[config.mk]
export PLATFORM = sky130hd
export DESIGN_NAME = pc_source_ctrl
export DESIGN_NICKNAME = d
export VERILOG_FILES = /design/src/rtl/pc_source_ctrl_pkg.sv /design/src/rtl/pc_source_ctrl.sv
export SDC_FILE = /design/constraint.sdc
export NUM_CORES = 1
export LEC_CHECK = 0
export BUFFER_PORTS_ARGS = -buffer_cell sky130_fd_sc_hd__buf_2
export CELL_PAD_IN_SITES_DETAIL_PLACEMENT = 1
export CELL_PAD_IN_SITES_GLOBAL_PLACEMENT = 2
export CORE_MARGIN = 1
export CORE_UTILIZATION = 28
export CTS_BUF_LIST = sky130_fd_sc_hd__clkbuf_8
export CTS_CLUSTER_DIAMETER = 30
export DETAILED_ROUTE_END_ITERATION = 16
export PLACE_DENSITY_LB_ADDON = 0.1
export SYNTH_ARGS = -nofsm -noshare
export SYNTH_HDL_FRONTEND = slang
export SYNTH_SLANG_ARGS = --single-unit
[constraint.sdc]
create_clock -name clk -period 1.3 [get_ports clk]
set_input_delay 0.26 -clock clk [delete_from_list [all_inputs] [get_ports clk]]
set_output_delay 0.26 -clock clk [all_outputs]
set_load 0.005 [all_outputs]
[src/rtl/pc_source_ctrl_pkg.sv]
// pc_source_ctrl_pkg
//   Codes shared between the main control unit and the PC-update sequencer:
//   request op codes, PC source mux selects, exception cause codes and the
//   sequencer state encoding.
package pc_source_ctrl_pkg;

  // Request op codes (req_op). Values 6 and 7 are illegal.
  localparam logic [2:0] OP_NEXT = 3'd0;
  localparam logic [2:0] OP_BEQ  = 3'd1;
  localparam logic [2:0] OP_BNE  = 3'd2;
  localparam logic [2:0] OP_J    = 3'd3;
  localparam logic [2:0] OP_JR   = 3'd4;
  localparam logic [2:0] OP_EXC  = 3'd5;

  // PC source mux selects (pc_src).
  localparam logic [2:0] SRC_PC4 = 3'd0;
  localparam logic [2:0] SRC_ALU = 3'd1;
  localparam logic [2:0] SRC_JMP = 3'd2;
  localparam logic [2:0] SRC_REG = 3'd3;
  localparam logic [2:0] SRC_VEC = 3'd4;

  // Exception causes (exc_cause / vec_sel).
  localparam logic [1:0] CAUSE_OPCODE = 2'd0;
  localparam logic [1:0] CAUSE_OVF    = 2'd1;
  localparam logic [1:0] CAUSE_DIV0   = 2'd2;
  localparam logic [1:0] CAUSE_RSVD   = 2'd3;

  typedef enum logic [2:0] {
    ST_IDLE     = 3'd0,
    ST_BR_EVAL  = 3'd1,
    ST_EPC_SAVE = 3'd2,
    ST_VEC_RD   = 3'd3,
    ST_WRITE    = 3'd4,
    ST_FINISH   = 3'd5
  } state_t;

endpackage

[src/rtl/pc_source_ctrl.sv]
// pc_source_ctrl
//   Sequences one PC update per instruction: resolves branches, saves EPC and
//   waits on the exception vector-table read, then pulses the PC write.
//
// Ports
//   clk        system clock, all state on rising edge
//   reset_n    asynchronous active-low reset
//   req        request strobe, sampled only when idle
//   req_op     requested PC update (OP_* codes; 6/7 treated as opcode exception)
//   exc_cause  exception cause for OP_EXC
//   zero       ALU zero flag, used while evaluating a branch
//   stall      vector-table memory wait, only observed during the vector read
//   busy       high whenever a request is in progress
//   done       one-cycle pulse on the final cycle of a request
//   pc_src     PC source mux select, held from acceptance to next acceptance
//   pc_write   PC register load enable
//   epc_write  EPC register load enable
//   mem_rd     vector-table read enable
//   vec_sel    vector-table address select (latched cause)
module pc_source_ctrl
  import pc_source_ctrl_pkg::*;
#(
  parameter int MEM_LAT = 2
) (
  input  logic       clk,
  input  logic       reset_n,
  input  logic       req,
  input  logic [2:0] req_op,
  input  logic [1:0] exc_cause,
  input  logic       zero,
  input  logic       stall,
  output logic       busy,
  output logic       done,
  output logic [2:0] pc_src,
  output logic       pc_write,
  output logic       epc_write,
  output logic       mem_rd,
  output logic [1:0] vec_sel
);

  localparam int CW = $clog2(MEM_LAT) + 1;
  localparam logic [CW-1:0] CNT_LOAD = CW'(MEM_LAT - 1);

  state_t        state_q, state_d;
  logic [2:0]    op_q, op_d;
  logic [1:0]    cause_q, cause_d;
  logic [2:0]    src_q, src_d;
  logic [CW-1:0] cnt_q, cnt_d;

  // State and latched request registers.
  always_ff @(posedge clk or negedge reset_n) begin
    if (!reset_n) begin
      state_q <= ST_IDLE;
      op_q    <= OP_NEXT;
      cause_q <= CAUSE_OPCODE;
      src_q   <= SRC_PC4;
      cnt_q   <= '0;
    end else begin
      state_q <= state_d;
      op_q    <= op_d;
      cause_q <= cause_d;
      src_q   <= src_d;
      cnt_q   <= cnt_d;
    end
  end

  // Next-state logic, including the latched request fields and wait counter.
  always_comb begin
    state_d = state_q;
    op_d    = op_q;
    cause_d = cause_q;
    src_d   = src_q;
    cnt_d   = cnt_q;
    unique case (state_q)
      ST_IDLE: begin
        if (req) begin
          op_d    = req_op;
          cause_d = exc_cause;
          unique case (req_op)
            OP_NEXT: begin src_d = SRC_PC4; state_d = ST_WRITE;    end
            OP_J:    begin src_d = SRC_JMP; state_d = ST_WRITE;    end
            OP_JR:   begin src_d = SRC_REG; state_d = ST_WRITE;    end
            OP_BEQ,
            OP_BNE:  begin src_d = SRC_ALU; state_d = ST_BR_EVAL;  end
            OP_EXC:  begin src_d = SRC_VEC; state_d = ST_EPC_SAVE; end
            default: begin
              // Illegal op: take the opcode exception vector.
              op_d    = OP_EXC;
              cause_d = CAUSE_OPCODE;
              src_d   = SRC_VEC;
              state_d = ST_EPC_SAVE;
            end
          endcase
        end
      end
      ST_BR_EVAL: begin
        // BEQ is taken on zero, BNE on not-zero.
        if ((op_q == OP_BEQ) ? zero : !zero) state_d = ST_WRITE;
        else                                 state_d = ST_FINISH;
      end
      ST_EPC_SAVE: begin
        cnt_d   = CNT_LOAD;
        state_d = ST_VEC_RD;
      end
      ST_VEC_RD: begin
        // A stalled cycle neither counts down nor allows leaving.
        if (!stall) begin
          if (cnt_q == '0) state_d = ST_WRITE;
          else             cnt_d   = cnt_q - 1'b1;
        end
      end
      ST_WRITE:  state_d = ST_IDLE;
      ST_FINISH: state_d = ST_IDLE;
      default:   state_d = ST_IDLE;
    endcase
  end

  // Moore outputs from registered state and latched fields.
  always_comb begin
    busy      = (state_q != ST_IDLE);
    done      = (state_q == ST_WRITE) || (state_q == ST_FINISH);
    pc_write  = (state_q == ST_WRITE);
    epc_write = (state_q == ST_EPC_SAVE);
    mem_rd    = (state_q == ST_VEC_RD);
    pc_src    = src_q;
    vec_sel   = cause_q;
  end

endmodule

==> summary by stage, run 1 <==
Critical path
The data required time at the worst endpoint is 1.04 ns. The worst setup path is of the register to output pin kind. STA classifies the critical path startpoint as a register. The largest fanout on the critical path is 6. Measured in cells, the most critical reg-to-reg path has a length of 4. The type of element capturing the critical path is an output pin. The data arrival time of the worst path is 1.17 ns.

Synth
The number of register bits inferred by synthesis is 13. The warning count from the yosys run is 0. After synthesis, the share of cell area in mux cells is 1.52%. The synthesized netlist devotes 24.1% of its cell area to simple gates. The most frequent cell after synthesis is dfrtp_1.

In this run the biggest area consumer among cell types represents 43.8% of the synthesized area. The post-synthesis compound-gate area fraction is 18.2%. Summing every instance area after synthesis gives 742 µm².

After synthesis, the cell types taking the most area are dfrtp_1, nand2_1, o21ai_1. The share of the yosys chip area belonging to registers is 43.8%. The proportion of register bits with asynchronous set or reset after synthesis is 100%. The cell type contributing the most total cell area after synthesis is dfrtp_1. After synthesis, the most frequently instantiated cells are dfrtp_1, nand2_1, o21ai_1. The post-synth net total is 92. The fraction of the mapped netlist area in adder cells is 1.69%. In this run the mean area of a mapped cell was 9.16 µm². The number of flops mapped to enable cells by yosys is 0.

After technology mapping, the gate count stands at 81. The synthesized netlist devotes 4.55% of its cell area to XOR and XNOR gates. By area, the combinational part of the netlist is dominated by simple AND/OR/NAND/NOR gates. The primary flip-flop cell chosen by synthesis mapping is dfrtp_1. Synthesis instantiated 36 different standard cells from the library.

Global routing
The first-pass GRT wire length is 2.84 mm. The total overflow left after global routing is 0. Global routing used 14.7% of the available tracks.

The via count of the first global-routing pass is 620. The pin count of the biggest net entering global routing is 14. The number of antenna violations at the first check in global routing came to 0.

STA
On the final layout, the worst clock skew is 0.000726 ns. Setup repair after global routing could not meet its margin everywhere. Counting I/O delays and the setup requirement, the final critical path takes 1.43 ns. For the pin with the worst max-slew slack, the measured transition is 0.361 ns. The final hold violation count is 0. Setup violations remaining at the end of the flow were counted as 5.

Timing would allow up to 0.701 GHz. After layout, the worst path uses 110% of the clock period. Setup slack on the critical path of the routed design comes to -0.127 ns. Summed over all failing endpoints, the final setup total negative slack is -0.249 ns.

The final number of max-transition violations is 0. In this run the tightest slew margin relative to its limit is 75.7%.

Power
The leakage power figure is 0.000563 µW. For this design the ratio of total power to cell area is 2280 nW/µm². The maximum ir drop on the vdd rail is 1370 µV.

Worst hold path
The worst hold path class is input port to register. The number of cells on the worst hold path is 3.

CTS
In this run the deepest clock path goes through 2 buffers. The register clock-pin slew on the reported worst setup and hold paths is 0.06 ns. The TritonCTS clock tree is built. The clock root buffer is clkbuf_8. In this run the number of H-tree levels came out at 1.

The number of CTS-inserted buffers is 3. Counting every sink on the clock net gives 13. The worst-skew pair later-pin latency is 0.24 ns.

Detailed routing
The iteration-0 DRC count of the detailed router is 5. The count of nets left with antenna violations once routing finished came out at 0. The DRC violations left is 0. The final layout contains routed wiring with a total length of 1.86 mm. The vias after detailed routing is 700.

The detailed-route wire length per cell is 12.6 µm. The pre-antenna-repair detailed-routing pass consisted of 5 iterations. After detailed routing, the number of vias per cell comes to 4.73.

Floorplan
For this design the top-level I/O count stands at 20. The area of the core region is 2500 µm². The floorplan step defined a die boundary enclosing 2860 µm². The floorplan die width is 53.5 µm.

The initialized floorplan defines 18 standard-cell rows. The starting utilization of the core area is 29.7%. The die is 53.5 µm tall.

Run
The max capacitance violation total is 0.

Final layout
The layout-stage area growth over the synthesis result is 51.8%. After routing the design area is 1130 µm². The final antenna diode count is 0. Cells with a size suffix above 1 make up 50.0% of the layout. For this run, the post-layout net count is 130.

Place
In this run the cell area measured after placement is 905 µm². The total half-perimeter wirelength after legalization and detailed placement is 1.27 mm. The quantity of I/O buffers inserted on ports is 19. At the end of routability-driven placement, the weighted congestion stood at 0.714.

Outcome
The run finished, with violations left. The final reports fail on setup timing.
[through the flow]
step | total power [µW] | hold slack (ns) | utilization (%) | setup slack (ns) | instances
2_1_floorplan | 1340 | -0.0356 | - | 0.0117 | 81
3_3_place_gp | 1710 | 0.172 | 36.2 | -0.0287 | 133
3_5_place_dp | 1740 | 0.172 | 36.2 | -0.0521 | 133
4_1_cts | 2330 | 0.246 | 41.6 | -0.134 | 144
5_1_grt | 2810 | 0.243 | 45.0 | -0.154 | 148
6_report | 2560 | 0.252 | 45.0 | -0.127 | 148
[layout make-up]
type | instances | area (µm²)
tap | 30 | 37.5
timing repair buffer | 39 | 251
inverter | 2 | 7.51
fill | 301 | 1370
multi-input combinational | 60 | 455
sequential | 13 | 329
clock buffer | 3 | 41.3
clock inverter | 1 | 3.75
[critical path: stages (launching register included)]
cell and delay, ns:
dfrtp_2 0.43, or3_1 0.36, buf_2 0.13
[power breakdown]
group	leakage (µW)	switching (µW)	internal [µW]
sequential	0.000159	149	610
combinational	0.000378	619	825
clock	0.0000269	152	209
total	0.000563	919	1640
[metal layers]
layer  vias up  GRT usage, %  wire length (µm)
met1       330          20.3               946
li1        354             -                 -
met2        14          20.0               829
met4         0          6.58                10
met5         -             0                 0
met3         2          5.17                76
[path summary, 6_finish.rpt]
check | slack [ns] | from | endpoint
setup / recovery | -0.13 | state_q[1]$_DFFE_PN0P_ | busy
hold / removal | 0.25 | exc_cause[1] | vec_sel[1]$_DFFE_PN0P_
setup reg to reg | -0.01 | state_q[1]$_DFFE_PN0P_ | op_q[2]$_DFFE_PN0P_
hold reg to reg | 0.48 | vec_sel[1]$_DFFE_PN0P_ | vec_sel[1]$_DFFE_PN0P_
max in group asynchronous | 0.61 | reset_n | state_q[1]$_DFFE_PN0P_
min in group asynchronous | 0.43 | reset_n | op_q[0]$_DFFE_PN0P_
[registers in the layout (all words and copies together) (netlist names)]
| register | cells |
|---|---|
| vec_sel | 2 |
| op_q | 3 |
| pc_src | 3 |
| state_q | 3 |
| cnt_q | 2 |
[what timing repair did]
| action | 4_1_cts | 5_1_grt |
|---|---|---|
| hold buffers | 1 | 0 |
| setup buffers | 6 | 4 |
| endpoints found under the setup margin | 7 | 16 |
| pin swaps | 3 | 5 |
| cloned | 0 | 0 |
| hold endpoints to repair | 13 | 0 |
| gates resized for setup | 9 | 12 |
[cell families (layout without fill, tap and decap cells)]
| family | count (synthesis) | in the layout |
|---|---|---|
| mux | 1 | 1 |
| buf+inv | 8 | 45 |
| compound gates | 22 | 22 |
| flops | 13 | 13 |
| simple gates | 33 | 33 |
| fa+ha+maj | 1 | 1 |
| xor+xnor | 3 | 3 |
[cells in the final DEF, fill, tap and decap left out, types with 2 or more instances in the layout]
| cell | netlist | final |
|---|---|---|
| a21o_1 | 2 | 2 |
| a21oi_1 | 3 | 3 |
| buf_2 | 3 | 19 |
| buf_4 | 1 | 18 |
| clkbuf_8 | 0 | 3 |
| dfrtp_1 | 13 | 10 |
| dfrtp_2 | 0 | 3 |
| inv_2 | 0 | 2 |
| nand2_1 | 10 | 10 |
| nand2b_4 | 0 | 2 |
| nor2_1 | 4 | 2 |
| nor2_4 | 0 | 2 |
| nor2b_1 | 4 | 2 |
| nor2b_2 | 0 | 2 |
| o21ai_0 | 5 | 5 |
| o21ai_1 | 6 | 6 |
| xor2_1 | 2 | 2 |
No activity file was read; power rests on OpenSTA's default activity.
==> run 2, diff against run 1 <==
--- a/config.mk
+++ b/config.mk
@@ -7,6 +7,8 @@
 export LEC_CHECK = 0
 export BUFFER_PORTS_ARGS = -buffer_cell sky130_fd_sc_hd__buf_2
+export CAP_MARGIN = 20
 export CELL_PAD_IN_SITES_DETAIL_PLACEMENT = 1
 export CELL_PAD_IN_SITES_GLOBAL_PLACEMENT = 2
+export CORE_ASPECT_RATIO = 0.75
 export CORE_MARGIN = 1
 export CORE_UTILIZATION = 28
==> constraint.sdc (replaced) <==
create_clock -name clk -period 1.3 [get_ports clk]
set_input_delay 0.26 -clock clk [delete_from_list [all_inputs] [get_ports clk]]
set_output_delay 0.26 -clock clk [all_outputs]
set_load 0.01 [all_outputs]
==> run 2 against run 1 <==
Effect of this change: the flow still finishes with violations (setup timing); setup slack got worse by 0.0051 ns; sequential power fell by 0.5%; sequential cell count did not move; wire length rose by 0.27%; total power fell by 2.4%; combinational power fell by 3%; via count fell by 3.1%; critical path depth did not move; final cell count rose by 1.4%; clock skew rose by 0.0059 ns; register-to-register slack barely moved; sequential share of layout area rose by 0.66 points; critical endpoint unchanged.
==> summary by stage, run 2 (same netlist as run 1, synthesis figures left out) <==
Global routing
For this run the aggregate overflow at the end of global routing stands at 0. Entering global routing, the biggest net connects 14 pins. The global router's overall resource usage is 14.7%. The number of antenna violations at the first check in global routing was 0. The first-pass GRT wire length is 2.86 mm.

The via count of the first global-routing pass is 639.

Critical path
The path type of the worst setup path is register to output pin. The reg-to-reg critical path startpoint is state_q[2]$_DFFE_PN0P_. The cell at the slowest stage of the critical path is dfrtp_2.

The flop-to-flop setup slack is -0.02 ns. The length in cells of the worst reg-to-reg path is 4. STA puts the critical path data arrival time at 1.17 ns. The worst setup path is launched from a register. The critical path crosses 2 cells after its start point. The largest single stage delay on the critical path is 0.44 ns. Of all nets on the critical path, the largest fanout is 7. STA puts the critical path data required time at 1.04 ns. The critical path ends at busy. Traced cell by cell, the critical path runs through or3_1 > buf_2. The worst setup path is captured at an output pin. The worst register-to-register path ends at state_q[0]$_DFFE_PN0P_. The combined buffer and inverter count along the critical path is 1. The critical path's top delay family is flip-flops. The startpoint of the worst setup timing path is state_q[2]$_DFFE_PN0P_.

Detailed routing
The post-detailed-route count of antenna-violating nets is 0. The iteration-0 DRC count of the detailed router is 6. For this run, design rule violations remaining after detail routing come to 0. The wire length reported by the detailed router is 1.87 mm.

The vias after detailed routing is 678. After detailed routing, the average wire length per cell comes to 12.4 µm. The detailed-router iteration count before antenna repair is 4. In the routed layout, each cell is associated on average with a via count of 4.52.

STA
The worst hold margin is 0.245 ns. The largest clock skew in the final design is 0.00663 ns. After layout, the worst setup slack is -0.132 ns. Derived from the worst setup path, the maximum achievable clock frequency is 0.698 GHz.

Setup repair after global routing could not meet its margin everywhere. The worst-case headroom to the max-slew limit is 77.8%. The final hold violation count came to 0. At the pin with the least slew margin, the transition time is 0.330 ns. The final number of max-transition violations was 0. The share of the cycle needed by the critical path after routing is 110%.

Subtracting the final worst setup slack from the clock period gives 1.43 ns. Setup violations remaining at the end of the flow were counted as 6.

CTS
In this run the clock root is driven by a clkbuf_8. CTS built an H-tree with a depth of 1. TritonCTS built the clock tree. The clock net sink count is 13.

Clock-pin slew was measured on the worst setup and hold paths at 0.06 ns. The number of CTS-inserted buffers is 3. For the worst-skew pair, the clock arrives at the later sink with an insertion delay of 0.24 ns. The clock passes through at most 2 buffers.

Place
The quantity of I/O buffers inserted on ports is 19. Timing analysis after detailed placement gives a worst setup slack of -0.0554 ns. The routability congestion estimate from global placement is 0.677.

The total half-perimeter wirelength after legalization and detailed placement is 1.36 mm.

Power
For this design the static power due to leakage is 0.000548 µW. The power density of the placed cells is 2270 nW/µm². The worst-case IR drop observed on VDD is 947 µV.

Run
Max-cap violations in this run came to 0.

Final layout
The area growth from synthesis to layout is 48.4%. The area occupied by multi-input gates is 429 µm². 0 antenna diodes ended up in the layout.

The filler cell count in the final layout is 309. The area taken by flip-flops and latches is 329 µm². The share of layout cells above drive strength 1 is 45.7%. Leaving out fill and tap cells, the most frequent cell in the layout is buf_2. At the end of the flow, the number of nets in the layout was 128. In the layout the commonest cells are buf_2, buf_4, nand2_1, dfrtp_1, o21ai_1.

Floorplan
For this configuration, the core starts out at a cell density of 30.9%. The die is 46.6 µm tall. The floorplan step defined a core boundary enclosing 2400 µm².

Pin placement for this block handled 20 I/O pins. In this run the core area contains 15 standard-cell rows. The floorplan step set the die width to 61.4 µm. The floorplan step defined a die boundary enclosing 2860 µm².

Outcome
The checks that failed: setup timing. The run finished, with violations left.

Worst hold path
The worst hold path class is input port to register.
run 2: cell count changes in the layout (fill, tap and decap cells not counted), moves of 2 or more:
cell / previous run / this run
buf_4: 18 / 13
buf_6: 1 / 4
inv_2: 2 / 0
nor2b_1: 2 / 4
nor2b_2: 2 / 0
inv_1: 1 / 3
run 2: through the flow:
step | power (µW) | util, % | cells | setup TNS [ns] | cell area, µm²
after floorplan | 1400 | - | 81 | 0 | 742
after global placement | 1770 | 38.2 | 138 | -0.0228 | 917
after detailed placement | 1810 | 38.2 | 138 | -0.0554 | 917
after CTS | 2350 | 43.0 | 148 | -0.387 | 1030
after global routing | 2720 | 45.8 | 150 | -0.873 | 1100
final | 2500 | 45.8 | 150 | -0.311 | 1100
run 2: repair_timing:
action	4_1_cts	5_1_grt
cloned	0	1
hold buffers	1	0
pin swaps	3	6
gates resized for setup	7	12
endpoints found under the hold margin	13	0
buffers inserted	5	1
endpoints found under the setup margin	7	18
run 2: layer usage:
metal | wire [µm] | up-vias | part of all wire (%) | GRT usage, %
met4 | 31 | 0 | 1.7 | 6.67
met1 | 946 | 310 | 51 | 20.0
met3 | 87 | 5 | 4.7 | 5.34
met5 | 0 | - | 0 | 0
li1 | - | 350 | - | -
met2 | 803 | 13 | 43 | 20.9
run 2: how the worst min path moves through the flow:
stage	start	end	slack, ns	cells after the start
floorplan	reset_n	cnt_q[0]$_DFFE_PN0P_	-0.04	0
global placement	reset_n	vec_sel[0]$_DFFE_PN0P_	0.17	1
detailed placement	reset_n	vec_sel[0]$_DFFE_PN0P_	0.17	1
CTS	exc_cause[0]	vec_sel[0]$_DFFE_PN0P_	0.24	3
global route	exc_cause[1]	vec_sel[1]$_DFFE_PN0P_	0.26	3
finish	exc_cause[0]	vec_sel[0]$_DFFE_PN0P_	0.25	3
run 2: layout make-up:
class	instances	share of cell area, %
clock buffers	3	3.75
inverters	2	0.682
flip-flops and latches	13	29.9
repair buffers	37	22.5
multi-input cells	60	39.0
clock inverters	1	0.341
well taps	34	3.86
run 2: where the power goes:
group	leakage, µW	switching [µW]	total (µW)	internal, µW
clock	0.0000269	145	353	208
sequential	0.000159	145	754	610
combinational	0.000363	643	1390	750
run 2: worst min-delay path: stages:
cell,delay (ns)
buf_2,0.09
nand2_1,0.05
o21ai_1,0.05
